<file path="config.mk">
export PLATFORM = sky130hd
export DESIGN_NAME = i2c_target_regs
export DESIGN_NICKNAME = d
export VERILOG_FILES = /design/src/rtl/i2c_pkg.sv /design/src/rtl/i2c_bus_sync.sv /design/src/rtl/i2c_target_regs.sv
export SDC_FILE = /design/constraint.sdc
export NUM_CORES = 1
export LEC_CHECK = 0
export CORE_MARGIN = 2
export CORE_UTILIZATION = 50
export CTS_CLUSTER_SIZE = 20
export DETAILED_ROUTE_END_ITERATION = 8
export PLACE_DENSITY = 0.87
export RECOVER_POWER = 50
export SETUP_SLACK_MARGIN = 0.05
export SLEW_MARGIN = 20
export SYNTH_ARGS = -nofsm -noshare
export SYNTH_HDL_FRONTEND = slang
export SYNTH_SLANG_ARGS = --single-unit
</file>
<file path="constraint.sdc">
create_clock -name clk -period 1.82 [get_ports clk]
set_clock_uncertainty 0.05 [all_clocks]
set_input_delay 0.273 -clock clk [delete_from_list [all_inputs] [get_ports clk]]
set_output_delay 0.273 -clock clk [all_outputs]
set_load 0.01 [all_outputs]
</file>
<file path="src/rtl/i2c_pkg.sv">
// Shared definitions for the I2C target register block: FSM state
// encoding, command-byte field positions, TCS3472 register map and the
// 8-bit address bytes for SLAVE_ADDR 0x29.
package i2c_pkg;

  typedef enum logic [3:0] {
    IDLE,
    ADDR,
    ADDR_ACK,
    CMD,
    CMD_ACK,
    WDATA,
    WDATA_ACK,
    RDATA,
    RACK
  } state_t;

  // Command byte: bit 7 marks a command; bits 6:5 select the transaction type.
  localparam int         CMD_BIT          = 7;
  localparam logic [1:0] CMD_TYPE_AUTOINC = 2'b01;

  // TCS3472 register addresses.
  localparam logic [7:0] REG_ENABLE = 8'h00;
  localparam logic [7:0] REG_CDATA  = 8'h14;
  localparam logic [7:0] REG_RDATA  = 8'h16;
  localparam logic [7:0] REG_GDATA  = 8'h18;
  localparam logic [7:0] REG_BDATA  = 8'h1A;

  // Address bytes as seen on the bus (7-bit address 0x29 plus R/W).
  localparam logic [7:0] ADDR_WRITE = 8'h52;
  localparam logic [7:0] ADDR_READ  = 8'h53;

endpackage

</file>
<file path="src/rtl/i2c_bus_sync.sv">
// Bus input conditioning for the I2C target.
// Ports:
//   clk, rst       system clock, asynchronous active-high reset
//   scl_in, sda_in raw asynchronous bus lines
//   sda            synchronized SDA level
//   scl_rise/fall  one-clk pulses on synchronized SCL edges
//   start_det      SDA fell while SCL high
//   stop_det       SDA rose while SCL high
module i2c_bus_sync (
  input  logic clk,
  input  logic rst,
  input  logic scl_in,
  input  logic sda_in,
  output logic sda,
  output logic scl_rise,
  output logic scl_fall,
  output logic start_det,
  output logic stop_det
);

  // [0] first sync stage, [1] synchronized level, [2] one-clk delayed level.
  logic [2:0] scl_sr;
  logic [2:0] sda_sr;

  // Reset to the idle bus level (both high) so release of reset never
  // fabricates an edge or a START/STOP.
  always_ff @(posedge clk or posedge rst) begin
    if (rst) begin
      scl_sr <= 3'b111;
      sda_sr <= 3'b111;
    end else begin
      scl_sr <= {scl_sr[1:0], scl_in};
      sda_sr <= {sda_sr[1:0], sda_in};
    end
  end

  assign sda       = sda_sr[1];
  assign scl_rise  =  scl_sr[1] & ~scl_sr[2];
  assign scl_fall  = ~scl_sr[1] &  scl_sr[2];
  assign start_det =  scl_sr[1] &  scl_sr[2] &  sda_sr[2] & ~sda_sr[1];
  assign stop_det  =  scl_sr[1] &  scl_sr[2] & ~sda_sr[2] &  sda_sr[1];

endmodule

</file>
<file path="src/rtl/i2c_target_regs.sv">
// I2C target emulating the TCS3472 command/register protocol over a
// 2^REG_AW-entry, 8-bit register space. No clock stretching.
// Ports:
//   clk, rst          system clock (>= 20x SCL), asynchronous active-high reset
//   scl_in, sda_in    asynchronous bus inputs
//   sda_oe            1 = pull SDA low (open-drain pad)
//   reg_addr          register pointer
//   reg_rdata         combinational read data at reg_addr
//   reg_wdata, reg_we write data and one-clk write strobe
//   busy              high from START to STOP
module i2c_target_regs
  import i2c_pkg::*;
#(
  parameter logic [6:0] SLAVE_ADDR = 7'h29,
  parameter int         REG_AW     = 5
) (
  input  logic              clk,
  input  logic              rst,
  input  logic              scl_in,
  input  logic              sda_in,
  output logic              sda_oe,
  output logic [REG_AW-1:0] reg_addr,
  input  logic [7:0]        reg_rdata,
  output logic [7:0]        reg_wdata,
  output logic              reg_we,
  output logic              busy
);

  logic sda, scl_rise, scl_fall, start_det, stop_det;

  i2c_bus_sync u_sync (
    .clk       (clk),
    .rst       (rst),
    .scl_in    (scl_in),
    .sda_in    (sda_in),
    .sda       (sda),
    .scl_rise  (scl_rise),
    .scl_fall  (scl_fall),
    .start_det (start_det),
    .stop_det  (stop_det)
  );

  state_t      state;
  logic [2:0]  bit_cnt;
  logic [7:0]  shift;
  logic        byte_done;  // 8 bits received, act on the next scl_fall
  logic        rw;
  logic        auto_inc;
  logic        mack;       // master's ACK bit after a read byte

  logic [REG_AW-1:0] inc;
  assign inc = {{(REG_AW-1){1'b0}}, auto_inc};

  always_ff @(posedge clk or posedge rst) begin
    if (rst) begin
      state     <= IDLE;
      bit_cnt   <= 3'd7;
      shift     <= 8'h00;
      byte_done <= 1'b0;
      rw        <= 1'b0;
      auto_inc  <= 1'b0;
      mack      <= 1'b1;
      sda_oe    <= 1'b0;
      reg_addr  <= '0;
      reg_wdata <= 8'h00;
      reg_we    <= 1'b0;
      busy      <= 1'b0;
    end else begin
      reg_we <= 1'b0;
      if (start_det) begin
        state     <= ADDR;
        bit_cnt   <= 3'd7;
        byte_done <= 1'b0;
        sda_oe    <= 1'b0;
        busy      <= 1'b1;
      end else if (stop_det) begin
        state     <= IDLE;
        byte_done <= 1'b0;
        sda_oe    <= 1'b0;
        busy      <= 1'b0;
      end else begin
        if (scl_rise) begin
          case (state)
            ADDR, CMD, WDATA: begin
              shift <= {shift[6:0], sda};
              if (bit_cnt == 3'd0) byte_done <= 1'b1;
              else                 bit_cnt   <= bit_cnt - 3'd1;
            end
            RACK:    mack <= sda;
            default: ;
          endcase
        end
        if (scl_fall) begin
          case (state)
            ADDR: if (byte_done) begin
              byte_done <= 1'b0;
              bit_cnt   <= 3'd7;
              if (shift[7:1] == SLAVE_ADDR) begin
                rw     <= shift[0];
                sda_oe <= 1'b1;
                state  <= ADDR_ACK;
              end else begin
                state  <= IDLE;
              end
            end
            ADDR_ACK: begin
              if (!rw) begin
                sda_oe <= 1'b0;
                state  <= CMD;
              end else begin
                // Load samples the pointer before it advances.
                shift    <= reg_rdata;
                sda_oe   <= ~reg_rdata[7];
                bit_cnt  <= 3'd7;
                reg_addr <= reg_addr + inc;
                state    <= RDATA;
              end
            end
            CMD: if (byte_done) begin
              byte_done <= 1'b0;
              bit_cnt   <= 3'd7;
              if (shift[CMD_BIT]) begin
                sda_oe   <= 1'b1;
                reg_addr <= shift[REG_AW-1:0];
                auto_inc <= (shift[6:5] == CMD_TYPE_AUTOINC);
                state    <= CMD_ACK;
              end else begin
                sda_oe   <= 1'b0;
                state    <= IDLE;
              end
            end
            CMD_ACK: begin
              sda_oe <= 1'b0;
              state  <= WDATA;
            end
            WDATA: if (byte_done) begin
              byte_done <= 1'b0;
              bit_cnt   <= 3'd7;
              reg_we    <= 1'b1;
              reg_wdata <= shift;
              sda_oe    <= 1'b1;
              state     <= WDATA_ACK;
            end
            WDATA_ACK: begin
              sda_oe   <= 1'b0;
              reg_addr <= reg_addr + inc;
              state    <= WDATA;
            end
            RDATA: begin
              if (bit_cnt != 3'd0) begin
                shift   <= {shift[6:0], 1'b0};
                sda_oe  <= ~shift[6];
                bit_cnt <= bit_cnt - 3'd1;
              end else begin
                sda_oe  <= 1'b0;
                state   <= RACK;
              end
            end
            RACK: begin
              if (!mack) begin
                shift    <= reg_rdata;
                sda_oe   <= ~reg_rdata[7];
                bit_cnt  <= 3'd7;
                reg_addr <= reg_addr + inc;
                state    <= RDATA;
              end else begin
                sda_oe   <= 1'b0;
                state    <= IDLE;
              end
            end
            default: sda_oe <= 1'b0;
          endcase
        end
      end
    end
  end

endmodule

</file>
==> results.md, run 1 <==
- Status: complete, but fails checks
- Violated checks: negative setup slack
- Final GP Congestion: 0.978
- Vias in the first global route: about 2200
- Number of DRC markers in iteration 0: 266
- CP cell instances: buf_4 > and2_2 > nor3_2 > buf_4 > a41oi_4 > and2_1 > a221o_1
- Static leakage: 0.00143 uW
- Final Hold Viols: 0
- Num CTS Buffers: 5
- Rel. slew slack: 33.0%
- Area Growth Syn to Fin: 38.4%
- Largest net degree at the start of global routing: 42
- H-tree Lvls: 2
- Final setup vio count: 10
- Worst-path clk slew: 0.08 ns
- Clock Latency Late Sink: 0.30 ns
- Final period utilization: 103%
- CP max stage cell: dfrtp_1
- Fin. max-slew vios: 0
- Most common cell after layout, fill and taps aside: buf_4
- Post-Syn Area: 2390 um^2
- Arrival @ worst endpoint: ~2 ns
- Overall power: 3880 uW
- Worst Max-Slew Pin Slew: 1.01 ns
- Syn Area/Cell: 9.86 um^2
- Num rows: 25
- Die Area: 5340 um^2
- Dpl hpwl: 4410 um
- CP max FO: 8
- Post-synthesis register bit count: approximately 40
- Initial antenna violation count: 0
- Most used cell, CP: buf_4
- Clk root buf: clkbuf_8
- Chip width: ~73 um
- Post-DRT Antenna Nets: 0
- Peak supply drop: approximately 660 uV
- Post-route cell area: 3300 um^2
- Layout cells sized above 1: 36.1%
- Ports: 28
- Worst Hold Class: flop to flop
- Final min period: 1.88 ns
- Worst Setup SP: state[2]$_DFFE_PP0P_
- Prevailing post-synth register cell: dfrtp_1
- Critical path data required time: 1.95 ns
- Post-synthesis sequential area ratio: between 40% and 50%
- PnR worst setup slack: -0.0562 ns
- Unrepaired setup endpoints after global routing: yes
- Post-Synthesis Cells: 242
- Routed length per instance: about 20 um
- Crit Path Category: flop to flop
- Starting density of the core: about half
- CTS Sinks: a little over 40
- DR pass1 iterations: 5
- Hold Startpoint: u_sync.sda_sr[0]$_DFF_PP1_
- First-pass GRT wire length: 10600 um
- Synthesized net count: 258
- Pre-CTS setup slack: -0.102 ns
- Crit path capture type: flop
- Pwr dens: 1180 nW/um^2
- Area after DPL: 2980 um^2
- Critical Path Max Stage Delay: 0.41 ns
- YS warnings: 0
- Vias per Instance: 6.38
- Yosys cell types: 53
- Vias: 2342
- Startpoint types: flop
- Grt total ovfl: 0
- Number of synthesized flops with an enable pin: 0
- FF-to-FF Start: state[2]$_DFFE_PP0P_
- Clock Path Buffers: 2
- WL final: 7150 um
- Total GRT Usage: 26.0%
- # port buffers: 27
- Ant. Diodes: 0
- Final setup TNS: -0.364 ns
- Core area: 4660 um^2
- Async SR Flop Fraction: 100%
- # DRC: 0
- Peak Freq: about 530 MHz
- Die Height: 73.1 um
- Leading cell types in the layout, fill and taps excluded: buf_4, dfrtp_1, clkdlybuf4s50_1
- CTS tree: yes
- Worst hold slack: a little over 0.3 ns
- Max_cap viols: 0
- Nets@finish: 328
cells in the mapped netlist, drive strengths merged, types with 2 or more instances:
cell,instances,share of area (%)
a21boi,2,0.63
nand2b,8,2.1
a21oi,10,2.1
nand4,3,0.79
o221ai,2,0.73
xor2,2,0.73
dfrtp,31,33
mux2,10,4.7
nor4b,2,1.0
nor3b,3,0.94
o22ai,2,0.52
dfstp,10,11
a31oi,3,0.79
buf,10,2.4
o21bai,2,0.63
ha,4,2.1
nand3,7,1.5
nor3,8,1.7
nor2,17,2.9
nand2,19,3.0
nor2b,10,2.6
o211ai,4,1.5
mux2i,5,2.1
a221o,9,3.8
o21ai,24,5.5
and2,9,2.4
inv,6,0.94
and3b,2,0.73
worst max-delay path, delay by kind of cell (launching register included):
kind | cells | cell delay, ns
AOI/OAI and AO/OA | 2 | 0.31
buffers and inverters | 2 | 0.35
DFF | 1 | 0.41
and+or+nand+nor | 3 | 0.65
flip-flops by register name, summed over array words and instances, names as in the netlist:
name / count
reg_addr: 5
reg_wdata: 8
shift: 8
reg_we: 1
byte_done: 1
mack: 1
sda_oe: 1
u_sync.sda_sr: 3
busy: 1
auto_inc: 1
bit_cnt: 3
rw: 1
u_sync.scl_sr: 3
state: 4
cells by family (layout without fill, tap and decap cells):
kind of cell	after synthesis	count (layout)	share of synthesized area, %
DFF	41	41	43.5
AOI/OAI and AO/OA	68	68	20.7
muxes	15	15	6.82
xor gates and xnor gates	3	3	1.10
buffers and inverters	17	88	3.46
and+or+nand+nor	94	94	22.3
adders and majority gates	4	4	2.10
per-stage QoR:
step	instances	util (%)
finish	367	70.8
global route	367	70.8
CTS	361	68.5
detailed placement	352	63.9
global placement	352	63.9
floorplan	242	-
path summary, 6_finish.rpt:
path	endpoint	slack (ns)	depth (start not counted)
worst max-delay path	shift[5]$_DFFE_PP0P_	-0.06	7
worst min-delay path	u_sync.sda_sr[1]$_DFF_PP1_	0.31	0
worst max register to register	shift[5]$_DFFE_PP0P_	-0.06	7
worst min register to register	u_sync.sda_sr[1]$_DFF_PP1_	0.31	0
max in group asynchronous	state[3]$_DFFE_PP0P_	0.36	3
min in group asynchronous	busy$_DFFE_PP0N_	0.68	3
metal layers:
layer  global-route usage, %  wire length (um)  up-vias
li1                        -                 -     1031
met4                    9.88               177        0
met1                    32.9              2920     1143
met3                    7.04               580       23
met2                    42.4              3470      145
met5                       0                 0        -
power breakdown:
group / total [uW] / internal, uW / switching, uW
clock: 729 / 407 / 322
combinational: 1810 / 886 / 927
sequential: 1340 / 1120 / 224
repair_timing:
| action | 4_1_cts | 5_1_grt |
|---|---|---|
| hold buffers | 0 | 0 |
| cloned | 0 | 1 |
| endpoints found under the setup margin | 25 | 26 |
| gates resized for setup | 25 | 24 |
| setup buffers | 1 | 5 |
| pin swaps | 5 | 8 |
layout make-up:
class                   count  area, um^2
clock inverters             2        35.0
repair buffers             74         628
clock buffers               6        72.6
fillers                   315        1360
inverters                   6        22.5
flip-flops and latches     41        1040
well taps                  54        67.6
multi-input cells         184        1440
No activity file was read; power rests on OpenSTA's default activity.
==> run 2, diff against run 1 <==
==> constraint.sdc (replaced) <==
create_clock -name clk -period 1.82 [get_ports clk]
set_clock_uncertainty 0.05 [all_clocks]
set_input_delay 0.364 -clock clk [delete_from_list [all_inputs] [get_ports clk]]
set_output_delay 0.364 -clock clk [all_outputs]
set_load 0.01 [all_outputs]
==> results of run 2 <==
Same layout as run 1 (identical final DEF). Status: complete, but fails checks: negative setup slack.
==> variant: new RTL, config.mk and constraints of run 1 <==
The parameter `REG_AW` goes from 5 to 6.
--- a/src/rtl/i2c_target_regs.sv
+++ b/src/rtl/i2c_target_regs.sv
@@ -12,7 +12,7 @@
   import i2c_pkg::*;
 #(
   parameter logic [6:0] SLAVE_ADDR = 7'h29,
-  parameter int         REG_AW     = 5
+  parameter int         REG_AW     = 6
 ) (
   input  logic              clk,
   input  logic              rst,
Interface: changed (resized reg_addr); port bits go from 28 to 29. No check against the original RTL was run, so the function may have changed too.
==> variant against run 1 <==
The flow still finishes with violations (negative setup slack). Synthesized cell count is 4.1% higher. Worst setup slack gained 31 ps. Sequential cell count rose by 1. Cell area rose by 5.7%. Wire length is 0.42% higher. Total power increased by 12%. Synthesized area rose by 4.4%. Fmax is 1.7% higher. Largest power group unchanged.
==> variant: results (changes against run 1) <==
[placed_design]
postPlaceCellArea_um2 = 3114  ; +4.6%
dp_cells = 379  ; +7.7%
port_buffers = 28  ; +3.7%
place.gp.congestion = 0.9083  ; -7.1%
place_ws_ps = -122.7  ; -20.63 ps
dp_hpwl_um = 4570  ; +3.7%

[detailed_routing]
vias = 2397  ; +2.3%
via_per_inst = 6.068  ; -4.9%
wl_per_cell_um = 18.18  ; -6.7%
first_iter_violations = 224  ; -16%

[sta]
setup_violations = 4  ; -6
layout_setup_ws_ps = -25.39  ; +30.81 ps
tightest_slew_ps = 961.5  ; -44.08 ps
final.setup.tns_ps = -53.41  ; +310.6 ps

[global_route]
grt_pass1_wl_um = 10320  ; -2.6%
grt_pass1_vias = 2125  ; -3.4%
grtUsageTotal_pct = 24.59  ; -1.4 points
grt_max_degree = 25  ; -40%

[synthesis]
seq_area_frac_synth_pct = 42.71  ; -0.81 points
yosys.cell_types.count = 66  ; +25%
synth_top_area_share_pct = 32.16  ; -0.35 points
synthTopCellsByCount = dfrtp_1, nand2_1, nor2_1
syn_nets = 268  ; +3.9%
synth.avg_cell_area_um2 = 9.881  ; +0.21%
synth_area_leaders = dfrtp_1, dfstp_2, mux2_2

[power]
irDropWorstVdd_mv = 0.8068  ; +23%
p_leak_nw = 1.517  ; +6.0%

[setup_path]
worstPathArrival_ps = 1980  ; -30 ps
crit_fanout = 5  ; -3
crit_start = state[1]$_DFFE_PP0P_
timing.rr.end = state[0]$_DFFE_PP0P_
r2r_slack_ps = -30  ; +30 ps

[cells_and_area]
largestRegisters = reg_wdata x8, shift x8, reg_addr x6
nets = 343  ; +4.6%
final_layout_size_suffix_gt1_share_pct = 40.85  ; +4.8 points
fillers = 320  ; +1.6%

[clock_tree]
cts-htree-levels = 2  ; unchanged
cts_resized = 17  ; -32%
cts_root_buf = clkbuf_8

[status]
outcome = finished, violations left
violations = negative setup slack

[min_path]
min_to = u_sync.scl_sr[1]$_DFF_PP1_
hp-start = u_sync.scl_sr[0]$_DFF_PP1_

[variant: kinds of logic after synthesis]
group	count (synthesis)	synth area share [%]
AO/OA/AOI/OAI	78	21.71
XOR/XNOR	2	0.7036
adder cells (fa/ha/maj)	4	2.010
buffers and inverters	21	4.673
flip-flops	42	42.71
multiplexers	15	6.633
AND/OR/NAND/NOR	90	21.56
[variant: stage by stage]
stage	util, %	hold WS, ps
floorplan	-	227.5
global placement	65.50	295.8
detailed placement	65.50	297.5
CTS	69.50	264.5
global route	73.39	315.1
finish	73.39	308.4
[variant: cell type report]
| type | count | area, um2 | share of cell area [%] |
|---|---|---|---|
| Multi-Input combinational cell | 189 | 1491 | 42.74 |
| Sequential cell | 42 | 1069 | 30.62 |
| Timing Repair Buffer | 79 | 690.7 | 19.79 |
| Tap cell | 67 | 83.83 | 2.402 |
| Clock buffer | 5 | 68.82 | 1.972 |
| Clock inverter | 3 | 48.80 | 1.398 |
| Inverter | 10 | 37.54 | 1.076 |
[variant: metal layers]
metal / routed length (um) / up-vias / global-route usage [%] / share of wire (%)
met2: 3517 / 118 / 40.41 / 49
li1: - / 1081 / - / -
met3: 519 / 25 / 2.981 / 7.2
met4: 176 / 0 / 6.944 / 2.5
met1: 2968 / 1173 / 34.36 / 41
met5: 0 / - / 0 / 0
[variant: power breakdown]
part / leakage, nW / switching, mW / total, mW / internal [mW]
logic: 0.932 / 1.10 / 2.18 / 1.08
clock network: 0.0563 / 0.361 / 0.779 / 0.418
registers: 0.529 / 0.219 / 1.37 / 1.15
total: 1.52 / 1.68 / 4.33 / 2.65
[variant: critical path: stages (launching register included)]
cell and delay (ps):
dfrtp_2 430, buf_12 140, buf_12 120, nor2_4 90, nor3_2 50, o31a_2 320, a21oi_4 200, mux2_4 320
